### src/rtl/cpu_pkg.sv
// Shared types and default widths for the CPU register-bus slice.
package cpu_pkg;

  localparam int unsigned CPU_DW = 8;
  localparam int unsigned CPU_AW = 3;

  typedef enum logic [1:0] {
    IDLE = 2'd0,
    XFER = 2'd1,
    DONE = 2'd2
  } bus_state_e;

endpackage

### src/rtl/cpu_rr_arb.sv
// Combinational round-robin picker: first set request at or after ptr, wrapping.
module cpu_rr_arb #(
  parameter int unsigned NREQ = 4,
  parameter int unsigned PW   = (NREQ > 1) ? $clog2(NREQ) : 1
) (
  input  logic [NREQ-1:0] req_i,
  input  logic [PW-1:0]   ptr_i,
  output logic [NREQ-1:0] win_o,
  output logic [PW-1:0]   win_idx_o
);

  logic          found;
  logic [PW-1:0] pick;

  always_comb begin
    win_o     = '0;
    win_idx_o = '0;
    found     = 1'b0;
    pick      = '0;
    for (int unsigned k = 0; k < NREQ; k++) begin
      pick = PW'((32'(ptr_i) + k) % NREQ);
      if (!found && req_i[pick]) begin
        found       = 1'b1;
        win_o[pick] = 1'b1;
        win_idx_o   = pick;
      end
    end
  end

endmodule

### src/rtl/cpu_reg_bus_ctrl.sv
// Register-file bus sequencer: round-robin arbitration, one 3-cycle
// IDLE/XFER/DONE transaction at a time, all outputs registered.
module cpu_reg_bus_ctrl
  import cpu_pkg::*;
#(
  parameter int unsigned NREQ = 4,
  parameter int unsigned DW   = CPU_DW,
  parameter int unsigned AW   = CPU_AW
) (
  input  logic              clk,
  input  logic              rst_n,
  input  logic [NREQ-1:0]   req,
  input  logic [NREQ-1:0]   req_we,
  input  logic [NREQ*AW-1:0] req_addr,
  input  logic [NREQ*DW-1:0] req_wdata,
  output logic [NREQ-1:0]   gnt,
  output logic [NREQ-1:0]   done,
  output logic [DW-1:0]     rdata,
  output logic              busy,
  output logic              rf_ren,
  output logic              rf_wen,
  output logic [AW-1:0]     rf_sel,
  output logic              bus_oe,
  output logic [DW-1:0]     bus_drv,
  input  logic [DW-1:0]     bus_in
);

  localparam int unsigned PW = (NREQ > 1) ? $clog2(NREQ) : 1;

  bus_state_e     state_q, state_d;
  logic [PW-1:0]  ptr_q, ptr_d;
  logic [PW-1:0]  widx_q, widx_d;
  logic [NREQ-1:0] gnt_q, gnt_d;
  logic [NREQ-1:0] done_q, done_d;
  logic           we_q, we_d;
  logic [DW-1:0]  rdata_q, rdata_d;
  logic           busy_q, busy_d;
  logic           rf_ren_q, rf_ren_d;
  logic           rf_wen_q, rf_wen_d;
  logic [AW-1:0]  rf_sel_q, rf_sel_d;
  logic           bus_oe_q, bus_oe_d;
  logic [DW-1:0]  bus_drv_q, bus_drv_d;

  logic [NREQ-1:0] win;
  logic [PW-1:0]   win_idx;
  logic            sel_we;
  logic [AW-1:0]   sel_addr;
  logic [DW-1:0]   sel_wdata;

  cpu_rr_arb #(
    .NREQ (NREQ),
    .PW   (PW)
  ) u_arb (
    .req_i     (req),
    .ptr_i     (ptr_q),
    .win_o     (win),
    .win_idx_o (win_idx)
  );

  always_comb begin
    sel_we    = 1'b0;
    sel_addr  = '0;
    sel_wdata = '0;
    for (int unsigned i = 0; i < NREQ; i++) begin
      if (win[i]) begin
        sel_we    = req_we[i];
        sel_addr  = req_addr[i*AW +: AW];
        sel_wdata = req_wdata[i*DW +: DW];
      end
    end
  end

  // XFER-cycle controls are computed on the grant edge so they appear
  // registered for exactly the XFER cycle; only the transaction type is kept.
  always_comb begin
    state_d   = state_q;
    ptr_d     = ptr_q;
    widx_d    = widx_q;
    gnt_d     = gnt_q;
    we_d      = we_q;
    rdata_d   = rdata_q;
    done_d    = '0;
    busy_d    = 1'b0;
    rf_ren_d  = 1'b0;
    rf_wen_d  = 1'b0;
    rf_sel_d  = '0;
    bus_oe_d  = 1'b0;
    bus_drv_d = '0;
    unique case (state_q)
      IDLE: begin
        if (|req) begin
          state_d   = XFER;
          gnt_d     = win;
          widx_d    = win_idx;
          we_d      = sel_we;
          busy_d    = 1'b1;
          rf_sel_d  = sel_addr;
          rf_wen_d  = sel_we;
          rf_ren_d  = !sel_we;
          bus_oe_d  = sel_we;
          bus_drv_d = sel_we ? sel_wdata : '0;
        end
      end
      XFER: begin
        if (!we_q) rdata_d = bus_in;
        done_d  = gnt_q;
        busy_d  = 1'b1;
        state_d = DONE;
      end
      DONE: begin
        ptr_d   = (widx_q == PW'(NREQ - 1)) ? '0 : widx_q + 1'b1;
        gnt_d   = '0;
        state_d = IDLE;
      end
      default: begin
        gnt_d   = '0;
        state_d = IDLE;
      end
    endcase
  end

  always_ff @(posedge clk or negedge rst_n) begin
    if (!rst_n) begin
      state_q   <= IDLE;
      ptr_q     <= '0;
      widx_q    <= '0;
      gnt_q     <= '0;
      done_q    <= '0;
      we_q      <= 1'b0;
      rdata_q   <= '0;
      busy_q    <= 1'b0;
      rf_ren_q  <= 1'b0;
      rf_wen_q  <= 1'b0;
      rf_sel_q  <= '0;
      bus_oe_q  <= 1'b0;
      bus_drv_q <= '0;
    end else begin
      state_q   <= state_d;
      ptr_q     <= ptr_d;
      widx_q    <= widx_d;
      gnt_q     <= gnt_d;
      done_q    <= done_d;
      we_q      <= we_d;
      rdata_q   <= rdata_d;
      busy_q    <= busy_d;
      rf_ren_q  <= rf_ren_d;
      rf_wen_q  <= rf_wen_d;
      rf_sel_q  <= rf_sel_d;
      bus_oe_q  <= bus_oe_d;
      bus_drv_q <= bus_drv_d;
    end
  end

  assign gnt     = gnt_q;
  assign done    = done_q;
  assign rdata   = rdata_q;
  assign busy    = busy_q;
  assign rf_ren  = rf_ren_q;
  assign rf_wen  = rf_wen_q;
  assign rf_sel  = rf_sel_q;
  assign bus_oe  = bus_oe_q;
  assign bus_drv = bus_drv_q;

endmodule
### config.mk
export PLATFORM = sky130hd
export DESIGN_NAME = cpu_reg_bus_ctrl
export DESIGN_NICKNAME = d
export VERILOG_FILES = /design/src/rtl/cpu_pkg.sv /design/src/rtl/cpu_rr_arb.sv /design/src/rtl/cpu_reg_bus_ctrl.sv
export SDC_FILE = /design/constraint.sdc
export NUM_CORES = 1
export LEC_CHECK = 0
export CAP_MARGIN = 25
export CELL_PAD_IN_SITES_DETAIL_PLACEMENT = 0
export CELL_PAD_IN_SITES_GLOBAL_PLACEMENT = 1
export CORE_MARGIN = 2
export CORE_UTILIZATION = 30
export DETAILED_ROUTE_END_ITERATION = 16
export PLACE_DENSITY = 0.79
export SYNTH_ARGS = -nofsm -noshare
export SYNTH_HDL_FRONTEND = slang
export SYNTH_SLANG_ARGS = --single-unit
### constraint.sdc
create_clock -name clk -period 9.5 [get_ports clk]
set_clock_uncertainty 0.15 [all_clocks]
set_input_delay 1.9 -clock clk [delete_from_list [all_inputs] [get_ports clk]]
set_output_delay 1.9 -clock clk [all_outputs]
set_load 0.03 [all_outputs]
==> results.ini <==
[final_layout]
layout.cells.non_filler = 409
finish.net_count = 379
antennaDiodeCount = 0
drive_gt1_frac = 0.132
final_common_cell = clkdlybuf4s50_1
area_delta_synth_final_pct = 50.1
final_cell_mix = clkdlybuf4s50_1, dfrtp_1, nor2_1
fin_util = 0.466

[route]
num_vias = 2068
wl_per_cell_um = 15.9
drt_first_pass_iters = 4
wl_mm = 6.49
via_per_inst = 5.06
antenna_left = 0
drt_iter0_markers = 87
drc = 0

[clock_tree]
cts-resized-gates = 0
cts_sinks = 37
cts-root-buf = clkbuf_8
cts_buffer_depth = 2
cts_buffers = 5
post_cts_buffers = 0
cts-hold-fix-buffers = 0
cts_tree = built
clkSlewWorstSetupHoldPaths_ns = 0.07
cts-htree-levels = 2
clk-insertion-delay-late_ns = 0.28

[job]
maxCapViolations = 0

[worst_setup_path]
crit_chain = clkdlybuf4s50_1, mux2i_1, mux2i_1, a211oi_1, o2bb2ai_1, nor2_1, a221oi_1, o32ai_1
required_ns = 9.47
crit_top_cell = mux2i_1
r2r_end = rf_sel[1]
path_depth = 8
r2r_cells = 9
crit_type = input port to flop
critPathLaunchType = input port
cp.arrival_ns = 5.60
reg2reg_from = ptr_q[1]
ff2ff_setup_slack_ns = 4.94
cpPeakStageDelay_ns = 0.85
worst-path-buf-inv = 1
path_max_fanout = 12
critical_path.endpoint_type = flop
slowest_stage = o2bb2ai_1
cp_top_family = compound AO/OA/AOI/OAI gates
startpoint = req[1]

[pwr]
ir_drop_mv = 0.123
powerDensity_mw_per_mm2 = 367
p_leak_nw = 1.34

[synthesis]
synth.avg_cell_area_um2 = 10.4
synth_area_leaders = dfrtp_1, mux2_2, ha_1
yosysTopAreaCellShare = 0.409
yosysSeqAreaShare = 0.409
yosysWarnings = 0
ys_ff_latch = 37
synth.distinct_cells = 47
synthCells = 218
syn_nets = 288
synth_top_area_cell = dfrtp_1
syn_area_mm2 = 0.00226

[min_path]
worstHoldPathCells = 1
hp-class = flop to flop
hold-path-endpoint = ptr_q[0]
hp-start = widx_q[0]

[sta]
drv_slew = 0
worst_slew_pin_slew_ns = 0.999
relSlewSlack = 0.334
fin_ws_ns = 3.87
hold_viol = 0
whs_ns = 0.346
finalCritPeriodShare = 0.593
fin_crit_ns = 5.63
fmax_mhz = 178
finalSetupTns_ns = 0
rsz0062_at_grt = no
finalSetupViolCount = 0

[global_routing]
grt_pass1_wl_mm = 10.8
grt_usage = 0.161
grt_overflow = 0
grt_max_degree = 38
grt_pass1_vias = 2102
antenna_found_initial = 0

[floorplanning]
fp.dieH_um = 90.8
die_w_um = 90.8
dieArea_mm2 = 0.00825
io_pins = 93
design.core.area_mm2 = 0.00729
initial_core_util = 0.310
core.rowCount = 31

[placed_design]
dp_hpwl_mm = 4.99
portBuffers = 92
place_inst = 401
place_ws_ns = 3.73
gp_congestion = 0.803

[status]
outcome = finished, final reports clean

-- metal layers --
metal,share of wire,up-vias,track usage
li1,-,1007,-
met1,0.46,991,0.222
met2,0.47,66,0.257
met3,0.052,4,0.0376
met4,0.0097,0,0.0379
met5,0,-,0
-- worst register-to-register path, cell delays in order, from the launching register on --
cell	delay [ns]
dfrtp_1	0.66
inv_1	0.17
ha_1	0.47
mux2i_1	0.51
mux2_4	0.32
a211oi_1	0.13
o2bb2ai_1	0.85
nor2_1	0.46
a221oi_1	0.52
o32ai_1	0.17
-- sequential cells by signal, indices dropped and copies added (netlist names) --
register  cells
bus_drv       8
bus_oe        1
busy          1
done          4
gnt           4
ptr_q         2
rdata         8
rf_ren        1
rf_sel        3
state_q       2
we_q          1
widx_q        2
-- report_power, final --
group          switching [mW]  leakage, nW  total [mW]  internal [mW]
combinational           0.487        0.801       0.820          0.334
sequential             0.0408        0.469       0.262          0.222
clock                  0.0585       0.0687       0.164          0.106
-- worst max-delay path by stage --
| stage | endpoint | slack [ns] |
|---|---|---|
| final | rf_sel[1] | 3.87 |
| after global routing | rf_sel[1] | 3.64 |
| after CTS | rf_sel[1] | 4.02 |
| after detailed placement | rf_sel[1] | 3.73 |
| after global placement | rf_sel[1] | 3.60 |
| after floorplan | bus_drv[0] | 5.46 |
-- area by class of cell --
class | count | area [um2]
Sequential cell | 37 | 926
Timing Repair Buffer | 95 | 936
Clock inverter | 3 | 68.8
Clock buffer | 5 | 68.8
Tap cell | 99 | 124
Inverter | 6 | 22.5
Multi-Input combinational cell | 164 | 1250
Fill cell | 736 | 3900
-- per-stage QoR --
stage	cell area (um2)	total power, mW
4_1_cts	3400	1.25
5_1_grt	3400	1.34
3_5_place_dp	3260	1.08
2_1_floorplan	2260	0.848
3_3_place_gp	3250	1.07
6_report	3400	1.25
-- synthesized netlist by cell type (all sizes together) --
cell type / n
dfrtp: 37
nor2: 22
nand2: 21
o22ai: 13
mux2: 12
a221oi: 11
nor3: 10
ha: 8
buf: 7
mux2i: 7
and2: 6
inv: 6
a2111oi: 5
a211oi: 5
a21oi: 5
a2bb2oi: 4
clkbuf: 4
nand2b: 4
o21ai: 4
nor3b: 3
o2bb2ai: 3
o32ai: 3
a31oi: 2
nand3b: 2
o211ai: 2
o31ai: 2
or3b: 2
a311o: 1
a32oi: 1
nand3: 1
nor2b: 1
nor4: 1
o21a: 1
o311ai: 1
or2: 1
-- cell families (layout without fill, tap and decap cells) --
logic type | count (synthesis) | count (layout) | share of synthesized area
flops | 37 | 37 | 0.409
mux | 19 | 19 | 0.0924
fa+ha+maj | 8 | 8 | 0.0442
buf+inv | 17 | 109 | 0.0382
simple gates | 74 | 74 | 0.174
compound gates | 63 | 63 | 0.242
No activity file was read; power rests on OpenSTA's default activity.
==> edit: new RTL, config.mk and constraints unchanged <==
Re-encode `bus_state_e` (3 states) as one-hot, 3 bits wide.
--- a/src/rtl/cpu_pkg.sv
+++ b/src/rtl/cpu_pkg.sv
@@ -5,8 +5,8 @@
   localparam int unsigned CPU_AW = 3;
 
-  typedef enum logic [1:0] {
-    IDLE = 2'd0,
-    XFER = 2'd1,
-    DONE = 2'd2
+  typedef enum logic [2:0] {
+    IDLE = 3'b001,
+    XFER = 3'b010,
+    DONE = 3'b100
   } bus_state_e;
 
Formal check against the unedited RTL: same outputs for any inputs over 10 cycles, from zero or initial values and one cycle with rst_n low; not proved beyond that.
==> edit against the original RTL <==
Routed wire length fell by 2.9%; count of clock-buffer cells in the layout rose by 3; setup slack improved by 0.94 ns; worst hold slack improved by 0.0061 ns; combinational power fell by 8.3%; area after synthesis rose by 1.1%; sequential share of layout area rose by 1.2 points; design area fell by 1.5%; sequential cell count rose by 1; critical path depth did not move; total power fell by 8.5%; largest cell class unchanged.
==> edit: results (changes against the original RTL) <==
met2 WL post-DR 2.94 mm (-4.4%); Sw Ratio 47.0% (about the same); met3 Use GR 2.49% (-1.3 points); first-pass GRT wire length 10.3 mm (-5.4%); pin count of the biggest net entering global routing 39 (+2.6%); Worst path slowest cell clkdlybuf4s50_1; Seq/total area 28.5% (+1.2 points); Synth Area in Compound Gates 25.3% (+1.1 points); Post-Route Utilization 45.6% (-0.95 points); placed insts 407 (+1.5%); # fillers 693 (-5.8%); Synth Cell Area 2290 sq um (+1.1%); library cells used by synthesis 49 (+4.3%); vias in the first global route 1970 (-6.3%); buffer share of cell area 28.1% (+0.50 points); RePlAce Congestion 0.751 (-6.4%); Seq cells 38 (+2.7%); instance area after placement 3250 sq um (-0.35%); Logic inverters 16 (+10); #MultiIn Comb 160 (-2.4%); final WL 6.30 mm (-2.9%); final cell count without fillers 416 (+1.7%); Reg2Reg Setup Slack 5.64 ns (+0.70 ns); mux cell area share after synthesis 7.77% (-1.5 points); pre-CTS WS 4.53 ns (+0.804 ns); adder-cell share of the synthesized area 4.38% (-0.046 points); met2 usage 23.9% (-1.8 points); wl on met1 3.00 mm (-0.17%); dpl hpwl 4.85 mm (-2.9%); end of the worst register-to-register path rf_sel[0]; crit path max fanout 11 (-1); Slew @ Worst Pin 0.809 ns (-0.190 ns); RR Startpoint ptr_q[0]; clkbuf count 8 (+3); clock power share 9.6% (-3.6 points); top cells by area, synth dfrtp_1 41%, ha_1 4.4%, nand2_1 4.1%; initial antenna violation count 0 (unchanged); met1 Use GR 22.1% (-0.041 points); layout cell share with drive strength beyond 1 9.78% (-3.4 points); area share of the largest cell type after synthesis 40.5% (-0.43 points); most frequent cells after synthesis 37 x dfrtp_1, 25 x nand2_1, 17 x o21ai_0, 16 x a21oi_1, 16 x inv_1; Min Hold Slack 0.352 ns (+0.00608 ns); Syn Nets 300 (+4.2%); Worst Hold End widx_q[1]; Vias/cell 4.94 (-2.4%); Leak 1.35 nW (+1.2%); endpoints failing hold 0 (unchanged); status complete, no violations; critical hold path startpoint widx_q[1]; sequential power share 24.5% (+3.5 points); Int Pwr 0.604 mW (-8.5%); nets 386 (+1.8%); total track usage 15.4% (-0.73 points); WHS Path Cells 2 (+1); cells after synthesis 230 (+5.5%)
## edit: cell types whose count changed after synthesis, moves of 5 or more
| cell | unedited run | this run |
|---|---|---|
| inv_1 | 5 | 16 |
| o21ai_0 | 4 | 17 |
| o211ai_1 | 2 | 10 |
| o311ai_0 | 1 | 8 |
| nor2_1 | 22 | 8 |
| nor3_2 | 8 | 0 |
| o22ai_1 | 13 | 3 |
| a21oi_1 | 5 | 16 |
| a211oi_1 | 5 | 0 |
| a221oi_1 | 11 | 5 |
| mux2i_1 | 7 | 2 |
## edit: worst max path at each step
stage	from	end	slack, ns	cells after the start
global route	req[2]	rf_sel[0]	4.64	8
floorplan	req[0]	rf_sel[0]	5.45	8
detailed placement	req[2]	rf_sel[0]	4.53	8
global placement	req[2]	rf_sel[1]	4.60	8
finish	req[2]	rf_sel[0]	4.81	8
CTS	req[2]	bus_drv[0]	4.84	8
